File: config.mk
export PLATFORM = sky130hd
export DESIGN_NAME = pipe_stage_reg
export DESIGN_NICKNAME = d
export VERILOG_FILES = /design/src/rtl/pipe_stage_reg.sv
export SDC_FILE = /design/constraint.sdc
export NUM_CORES = 1
export LEC_CHECK = 0
export ABC_AREA = 1
export BUFFER_PORTS_ARGS = -buffer_cell sky130_fd_sc_hd__buf_2
export CAP_MARGIN = 20
export CELL_PAD_IN_SITES_DETAIL_PLACEMENT = 0
export CELL_PAD_IN_SITES_GLOBAL_PLACEMENT = 1
export CORE_UTILIZATION = 38
export CTS_BUF_LIST = sky130_fd_sc_hd__clkbuf_8
export DETAILED_ROUTE_END_ITERATION = 10
export GPL_TIMING_DRIVEN = 0
export PLACE_DENSITY = 0.84
export SYNTH_ARGS = -nofsm -noshare
export SYNTH_HDL_FRONTEND = slang
export SYNTH_SLANG_ARGS = --single-unit
export TNS_END_PERCENT = 30
File: constraint.sdc
create_clock -name clk_i -period 1.4 [get_ports clk_i]
set_input_delay 0.21 -clock clk_i [delete_from_list [all_inputs] [get_ports clk_i]]
set_output_delay 0.21 -clock clk_i [all_outputs]
set_load 0.005 [all_outputs]
File: src/rtl/pipe_stage_reg.sv
// Generic inter-stage pipeline register with valid/ready handshake, optional
// 2-entry skid buffer (registered ready_d), flush and saturating stall counter.
// All state updates on the falling edge of clk_i; rst_n_i is async active-low.
// Ports:
//   clk_i, rst_n_i               clock / reset
//   valid_d, ready_d             upstream handshake
//   ctrl_d, data_d, rd_d         upstream payload
//   flush_i                      drop all held entries and the incoming one
//   valid_q, ready_q             downstream handshake
//   ctrl_q, data_q, rd_q         downstream payload (ctrl_q masked by valid_q)
//   stall_cnt_o                  cycles with valid_q=1 and ready_q=0 (saturating)
module pipe_stage_reg #(
  parameter int unsigned CTRL_W         = 8,
  parameter int unsigned DATA_W         = 64,
  parameter int unsigned RD_W           = 5,
  parameter int unsigned SKID           = 1,
  parameter int unsigned CLEAR_ON_FLUSH = 1,
  parameter int unsigned CNT_W          = 16
) (
  input  logic              clk_i,
  input  logic              rst_n_i,
  input  logic              valid_d,
  output logic              ready_d,
  input  logic [CTRL_W-1:0] ctrl_d,
  input  logic [DATA_W-1:0] data_d,
  input  logic [RD_W-1:0]   rd_d,
  input  logic              flush_i,
  output logic              valid_q,
  input  logic              ready_q,
  output logic [CTRL_W-1:0] ctrl_q,
  output logic [DATA_W-1:0] data_q,
  output logic [RD_W-1:0]   rd_q,
  output logic [CNT_W-1:0]  stall_cnt_o
);

  typedef struct packed {
    logic [CTRL_W-1:0] ctrl;
    logic [DATA_W-1:0] data;
    logic [RD_W-1:0]   rd;
  } entry_t;

  typedef enum logic [1:0] {
    ST_EMPTY = 2'd0,
    ST_FULL  = 2'd1,
    ST_SKID  = 2'd2
  } state_e;

  state_e             state_q, state_d;
  entry_t             main_q, main_d;
  entry_t             skid_q, skid_d;
  entry_t             in_ent;
  logic               rdy_q, rdy_d;
  logic [CNT_W-1:0]   stall_q, stall_d;
  logic               in_c, out_c;

  assign in_ent = '{ctrl: ctrl_d, data: data_d, rd: rd_d};
  assign in_c   = valid_d & ready_d;
  assign out_c  = valid_q & ready_q;

  // State and payload registers (falling edge)
  always_ff @(negedge clk_i or negedge rst_n_i) begin
    if (!rst_n_i) begin
      state_q <= ST_EMPTY;
      main_q  <= '0;
      skid_q  <= '0;
      rdy_q   <= 1'b1;
      stall_q <= '0;
    end else begin
      state_q <= state_d;
      main_q  <= main_d;
      skid_q  <= skid_d;
      rdy_q   <= rdy_d;
      stall_q <= stall_d;
    end
  end

  // Next-state, payload movement and stall counting
  always_comb begin
    state_d = state_q;
    main_d  = main_q;
    skid_d  = skid_q;
    stall_d = stall_q;

    unique case (state_q)
      ST_EMPTY: begin
        if (in_c) begin
          state_d = ST_FULL;
          main_d  = in_ent;
        end
      end
      ST_FULL: begin
        if (in_c && out_c) begin
          main_d = in_ent;
        end else if (out_c) begin
          state_d = ST_EMPTY;
        end else if (in_c && (SKID != 0)) begin
          state_d = ST_SKID;
          skid_d  = in_ent;
        end
      end
      ST_SKID: begin
        // ready_d is low here, so only the drain path exists
        if (out_c) begin
          state_d = ST_FULL;
          main_d  = skid_q;
        end
      end
      default: state_d = ST_EMPTY;
    endcase

    // Flush overrides every transfer; the stall in that cycle still counts
    if (flush_i) begin
      state_d = ST_EMPTY;
      if (CLEAR_ON_FLUSH != 0) begin
        main_d = '0;
      end else begin
        main_d = main_q;
      end
    end

    if (valid_q && !ready_q && (stall_q != {CNT_W{1'b1}})) begin
      stall_d = stall_q + CNT_W'(1);
    end

    rdy_d = (state_d != ST_SKID);
  end

  // Output decode
  always_comb begin
    valid_q     = (state_q != ST_EMPTY);
    ready_d     = (SKID != 0) ? rdy_q : (ready_q | ~valid_q);
    ctrl_q      = valid_q ? main_q.ctrl : '0;
    data_q      = main_q.data;
    rd_q        = main_q.rd;
    stall_cnt_o = stall_q;
  end

endmodule

After elaboration in Yosys (flattened, before gate mapping):

Index checks and enable logic that the tools add are counted.

* register bits after elaboration: 173
* bits of input ports: 82
* output and inout bits: 95
* word-level logic and storage cells: 43

* $add $sub $neg: 1
* eq/ne operators: 7
* multiplexer cells: 13
* bitwise logic cells: 4
* reductions and logical operators: 9

Operators by type and width (number)
* two-way mux 77 bit: 4
* case mux 77 bit (3 select lines): 1
* adder 16 x 1 -> 16 bit (second input constant): 1
* != test 16 bit (second input constant): 1
* two-way mux 2 bit: 6
* != test 3 bit (second input constant): 3
* two-way mux 8 bit: 1
* AND reduction 4 bit: 2
* case mux 2 bit (3 select lines): 1
* nonzero test 4 bit: 1
* logical AND 1 bit: 3
* bitwise AND 1 bit: 2
* == test 2 x 1 -> 1 bit (second input constant): 1
* == test 2 bit (second input constant): 1
* zero test 2 bit: 1
* != test 2 bit (second input constant): 1
* inverter 1 bit: 2
* nonzero test 2 bit: 1
* zero test 1 bit: 1

Depth between registers and ports, before layout:

Gate-level depths: netlist of the first run.

* depth in word-level cells: 7
* depth in mapped cells: 9
* depth with buffers taken out: 9

==> metrics.txt, run 1 <==
syn_nets 1163; clock transition at the registers of the reported paths 0.07 ns; largest family of logic cells by synthesized area simple AND/OR/NAND/NOR gates; Cell Area, Synth 0.00880 mm2; worst skew pair latency 0.46 ns; via/cell ratio 4.84; register-to-register setup slack -0.40 ns; Routed Antenna Nets 0; Core ar. 0.0226 mm2; gpl congestion 0.871; met2 GRT Util 32.8%; ranking of synthesized cells by area dfrtn_1, nand2_1, buf_4; worst reg2reg path startpoint ready_d; Slew Viols, Final 0; crit start category flip-flop; Leak Pwr 0.00616 uW; drt pass-1 iters 5; clk buf depth 2; total wire length 24.8 mm; final setup fails 266; number of DRC markers in iteration 0 545; Die Height 154 um; met3 GRT Util 3.80%; initial core utilization 38.9%; Slew @ Worst Pin 0.587 ns; CTS tree built; gr usage total 21.1%; Reg-to-Reg End skid_q[26]; simple logic cell fraction of the synthesized area 23.5%; post-synthesis sequential area ratio 49.2%; area delta synth->final 31.4%; Max VDD drop 0.000725 V; Cell Rows 55; number of global-route vias before repair 7418; dpl hpwl 16.5 mm; largest net degree at the start of global routing 91; ys flop type dfrtn_1; number of synthesized flops with an enable pin 0; DIE AREA 0.0238 mm2; final core utilization 51.1%; most frequent cells in the layout nand2_1, dfrtn_1, buf_2; clk sinks 173; initial antenna violation count 2; first-pass GRT wire length 39.1 mm; post-synthesis cell type count 30; Synth top area share 48.9%; Syn Inst Count 1080; Max Cap Viol 0; CTS Buf Count 17; FFs w/ async S/R, synth 100%; port bufs 175; Yosys reg bits 173; Synth Area in Compound Gates 11.9%; GR Util met1 29.6%; most common cell after layout, fill and taps aside nand2_1; clk_skew 0.0604 ns; crit path kind reg -> out; failing checks setup timing; Post-Synth Adder-Cell Area 0.142%; H-Tree Depth 4; # diodes 0; Most Used Layer, Global Route met2; share of cells above drive strength 1 32.6%; Synth Area in XOR/XNOR 0.697%; Worst Path Required 1.19 ns; worst r2r path cells 8; cell chosen for the clock root clkbuf_8; worst setup margin -0.769 ns; Die W 154 um; final hold vios 0; PwrDens 1210 mW/mm2; filler-free cell count of the finished design 1610; Slew Limit Headroom 60.9%; via count 7793; CP Max Fanout 8; RSZ-0062 raised after global routing yes; routed len/inst 15.4 um; HP Class in -> async; Crit. End Element primary output; hold buffers post-CTS 0; IO Pins 177; fin nets 1395; status finished, violations left; cell taking the most area after synthesis dfrtn_1; mux cell area share after synthesis 0%; detailed-route DRC error count 0; Yosys Warn Count 0; Placed Cells 1541; syn_area_per_cell 8.15 um2; GRT overflow 0; CP arrival 1.96 ns
==> layout make-up <==
class / count / area, um2
Tap cell: 285 / 357
Sequential cell: 173 / 4330
Fill cell: 2200 / 11100
Timing Repair Buffer: 246 / 1840
Clock inverter: 15 / 183
Inverter: 105 / 404
Multi-Input combinational cell: 667 / 3370
Buffer: 101 / 832
Clock buffer: 18 / 248
==> metrics by stage <==
stage                     hold WS, ns  total power (uW)  area, um2  setup WS (ns)  setup TNS (ns)
final                           0.295             14000      11600         -0.769         -105.30
after global routing            0.312             14800      11600         -0.847         -122.64
after CTS                       0.404             13800      11200         -0.780         -103.55
after detailed placement        0.434              9440      10100         -0.925         -168.59
after global placement          0.427              9340      10100          -3.32         -705.96
after floorplan                 0.414              8380       8850         -0.397          -60.56
==> registers in the layout, indices dropped and copies added, names as in the netlist <==
signal	cells
main_q	8
rd_q	5
stall_cnt_o	16
state_q	2
ready_d	1
data_q	64
skid_q	77
==> cell usage after synthesis, types with 5 or more instances <==
master,n
o21ai_1,43
dfrtn_1,172
a211oi_1,50
nand3_1,94
o21ai_0,62
clkbuf_1,26
buf_6,10
inv_1,102
buf_4,70
nand2_1,273
buf_2,29
nor2_1,91
nand4_1,5
a21oi_2,10
nand3_2,10
==> layer usage <==
metal,part of all wire (%),vias to the layer above
met4,1.1,4
met5,0.12,-
met1,47,3709
met2,47,198
li1,-,3856
met3,5.0,26
==> how the worst max path moves through the flow <==
stage                            end        from  slack, ns
after floorplan           skid_q[25]     valid_d      -0.40
after global placement     data_q[6]     rst_n_i      -3.32
after detailed placement   skid_q[3]     valid_d      -0.93
after CTS                  ctrl_q[5]  state_q[0]      -0.78
after global routing       ctrl_q[5]  state_q[0]      -0.85
final                      ctrl_q[7]  state_q[0]      -0.77
==> cell families after synthesis <==
kind of cell             Yosys count
AND/OR/NAND/NOR                  485
buffers and inverters            241
AO/OA/AOI/OAI                    173
flip-flops                       173
XOR/XNOR                           7
adder cells (fa/ha/maj)            1
==> report_power, final <==
| part | leakage, uW | switching [uW] | internal, uW |
|---|---|---|---|
| Clock | 0.000214 | 1990 | 1850 |
| Combinational | 0.00375 | 1770 | 1790 |
| Sequential | 0.00219 | 515 | 6050 |
==> critical path, stage by stage, from the launching register on <==
cell and delay [ns]:
dfrtn_1 0.44, inv_2 0.06, nand2_4 0.10, inv_8 0.06, nor2_1 0.07, buf_2 0.11
==> repair_timing <==
| action | in CTS | in global routing |
|---|---|---|
| gates cloned | 0 | 1 |
| endpoints found under the setup margin | 267 | 351 |
| setup buffers | 36 | 34 |
| gates resized for setup | 128 | 50 |
| pin swaps | 7 | 6 |
| endpoints found under the hold margin | 0 | 0 |
Note: power is estimated with default switching activity, not from simulation.
==> run 2, diff against run 1 <==
--- a/config.mk
+++ b/config.mk
@@ -5,12 +5,12 @@
 export SDC_FILE = /design/constraint.sdc
 export NUM_CORES = 1
 export LEC_CHECK = 0
-export ABC_AREA = 1
+export ABC_AREA = 0
 export BUFFER_PORTS_ARGS = -buffer_cell sky130_fd_sc_hd__buf_2
 export CAP_MARGIN = 20
 export CELL_PAD_IN_SITES_DETAIL_PLACEMENT = 0
 export CELL_PAD_IN_SITES_GLOBAL_PLACEMENT = 1
-export CORE_UTILIZATION = 38
+export CORE_UTILIZATION = 41
 export CTS_BUF_LIST = sky130_fd_sc_hd__clkbuf_8
 export DETAILED_ROUTE_END_ITERATION = 10
 export GPL_TIMING_DRIVEN = 0
==> run 2 against run 1 <==
Net effect:
- the flow still finishes with violations (setup timing)
- cell area rose by 1.3%
- die area down 12%
- clock power is 6.8% lower
- sequential power up 1%
- critical path type unchanged
- largest cell class unchanged
==> metrics.txt, run 2 <==
status finished, violations left; failing checks setup timing; Die Height 145 um (-6.0%); CTS Buf Count 17 (unchanged); Die W 145 um (-6.0%); Syn Inst Count 676 (-37%); number of synthesized flops with an enable pin 0 (unchanged); gpl congestion 0.746 (-14%); max FFs per register 77 (unchanged); CP arrival 2.12 ns (+0.16 ns); cell chosen for the clock root clkbuf_8; port bufs 175 (unchanged); crit path kind reg -> out; drt pass-1 iters 4 (-1); Slew @ Worst Pin 0.598 ns (+0.0111 ns); worst setup margin -0.931 ns (-0.163 ns); PwrDens 1200 mW/mm2 (-0.26%); clk_skew 0.0512 ns (-0.00922 ns); DIE AREA 0.0210 mm2 (-12%); Top reg by flops skid_q; first-pass GRT wire length 32.5 mm (-17%); most frequent cell after synthesis dfrtn_1; Routed Antenna Nets 0 (unchanged); final design area excluding fillers 0.0117 mm2 (+1.3%); post-synthesis sequential area ratio 51.8% (+2.5 points); CP max stage delay 0.35 ns (-0.09 ns); clk buf depth 2 (unchanged); number of global-route vias before repair 6078 (-18%); Synth top area share 51.5% (+2.5 points); CTS tree built; CP top delay family simple AND/OR/NAND/NOR gates; area delta synth->final 40.1%; syn_nets 759 (-35%); number of DRC markers in iteration 0 180 (-67%); H-Tree Depth 4 (unchanged); via count 5990 (-23%); Cell Rows 51 (-7.3%); # diodes 0 (unchanged); largest net degree at the start of global routing 93 (+2.2%); gr usage total 20.3% (-0.76 points); Slew Limit Headroom 60.2% (-0.74 points); initial antenna violation count 0 (-2); clock transition at the registers of the reported paths 0.06 ns (about the same); Pwr Total 14100 uW (+1.1%); Yosys reg bits 173 (unchanged); worst skew pair latency 0.45 ns (about the same); CP bufs+invs 2 (-1); Core ar. 0.0197 mm2 (-13%); cell taking the most area after synthesis dfrtn_1; share of cells above drive strength 1 52.8% (+20 points); post-synthesis cell type count 41 (+37%); ys flop type dfrtn_1; final hold vios 0 (unchanged); crit path from state_q[0]; Crit. End Element primary output; Fillers 1650 (-25%); HP Class in -> async; total wire length 20.8 mm (-16%); dpl hpwl 12.7 mm (-23%); placed instance area 0.00971 mm2 (-4.1%); RSZ-0062 raised after global routing yes; initial core utilization 42.4% (+3.6 points); worst reg2reg path startpoint ready_d; most frequent cells in the layout dfrtn_1, buf_6, buf_2; cell chain of the critical path or2_4, buf_6, and2_4, buf_6; worst r2r path cells 9 (+1); clk sinks 173 (unchanged); Max VDD drop 0.000824 V (+14%); most frequent cell on the critical path buf_6; Cell Area, Synth 0.00837 mm2 (-4.9%); crit start category flip-flop; FFs w/ async S/R, synth 100% (unchanged); via/cell ratio 4.98 (+2.9%); register-to-register setup slack -0.60 ns (-0.20 ns); CP max stage cell dfrtn_1; most common cell after layout, fill and taps aside dfrtn_1; Leak Pwr 0.00610 uW (-0.90%); syn_area_per_cell 12.4 um2 (+52%); Reg-to-Reg End skid_q[64]; ranking of synthesized cells by area dfrtn_1, mux2i_1, buf_4; routed len/inst 17.3 um (+12%); Max Cap Viol 0 (unchanged); detailed-route DRC error count 0 (unchanged); most frequent cells after synthesis dfrtn_1, buf_4, nor2_1; GRT overflow 0 (unchanged); Yosys Warn Count 0 (unchanged); Slew Viols, Final 0 (unchanged); IO Pins 177 (unchanged); Worst Path Required 1.19 ns (about the same); fin nets 1008 (-28%); CP Max Fanout 5 (-3); final setup fails 267 (+0.38%)
## run 2: cell count changes after synthesis, moves of 18 or more
cell and delta:
nand2_1 -265, inv_1 -101, nand3_1 -88, mux2i_1 +77
o21ai_0 -62, mux2_2 +47, o21ai_1 -43, mux2_1 +30
clkbuf_1 -18
## run 2: worst max-delay path by stage
stage / end / slack [ns] / cells past startpoint
floorplan: skid_q[45] / -0.68 / 7
global placement: data_q[54] / -3.23 / 1
detailed placement: skid_q[61] / -1.05 / 8
CTS: ctrl_q[7] / -0.98 / 4
global route: ctrl_q[7] / -0.99 / 4
finish: ctrl_q[6] / -0.93 / 4
## run 2: power by group
group	leakage, uW	internal [uW]	total [uW]	switching (uW)
sequential	0.00218	6070	6650	575
clock	0.000208	1640	3580	1940
combinational	0.00372	2450	3880	1430
## run 2: logic make-up after synthesis
group | synth area share, %
AO/OA/AOI/OAI | 8.35
buffers and inverters | 10.1
AND/OR/NAND/NOR | 8.30
multiplexers | 19.8
adder cells (fa/ha/maj) | 0.150
XOR/XNOR | 1.57
flip-flops | 51.8
## run 2: per-layer routing
| metal | routed length (um) | GRT usage (%) | part of all wire [%] | up-vias |
|---|---|---|---|---|
| li1 | - | - | - | 2816 |
| met1 | 9370 | 26.8 | 45 | 3010 |
| met2 | 10200 | 33.2 | 49 | 143 |
| met3 | 965 | 4.71 | 4.6 | 21 |
| met4 | 269 | 5.98 | 1.3 | 0 |
| met5 | 0 | 0 | 0 | - |
## run 2: timing repair
| item | CTS | global route |
|---|---|---|
| setup endpoints to repair | 268 | 348 |
| gates cloned | 9 | 0 |
| hold buffers | 0 | 0 |
| gates resized for setup | 200 | 86 |
| buffers inserted | 39 | 34 |
| pin swaps | 13 | 1 |
## run 2: per-stage QoR
step	util, %	TNS [ns]	setup WS (ns)	hold WS [ns]	std cells
2_1_floorplan	-	-90.30	-0.681	0.418	676
3_3_place_gp	49.1	-719.55	-3.23	0.426	1116
3_5_place_dp	49.3	-198.30	-1.05	0.434	1117
4_1_cts	57.7	-132.13	-0.984	0.421	1192
5_1_grt	59.4	-154.59	-0.995	0.346	1203
6_report	59.4	-134.60	-0.931	0.327	1203
## run 2: layout make-up
class / count / area (um2) / area share [%]
Buffer: 93 / 875 / 7.46
Clock buffer: 18 / 248 / 2.11
Clock inverter: 15 / 149 / 1.27
Inverter: 1 / 3.75 / 0.0320
Multi-Input combinational cell: 385 / 3590 / 30.6
Sequential cell: 173 / 4330 / 37.0
Tap cell: 265 / 332 / 2.83
Timing Repair Buffer: 253 / 2190 / 18.7
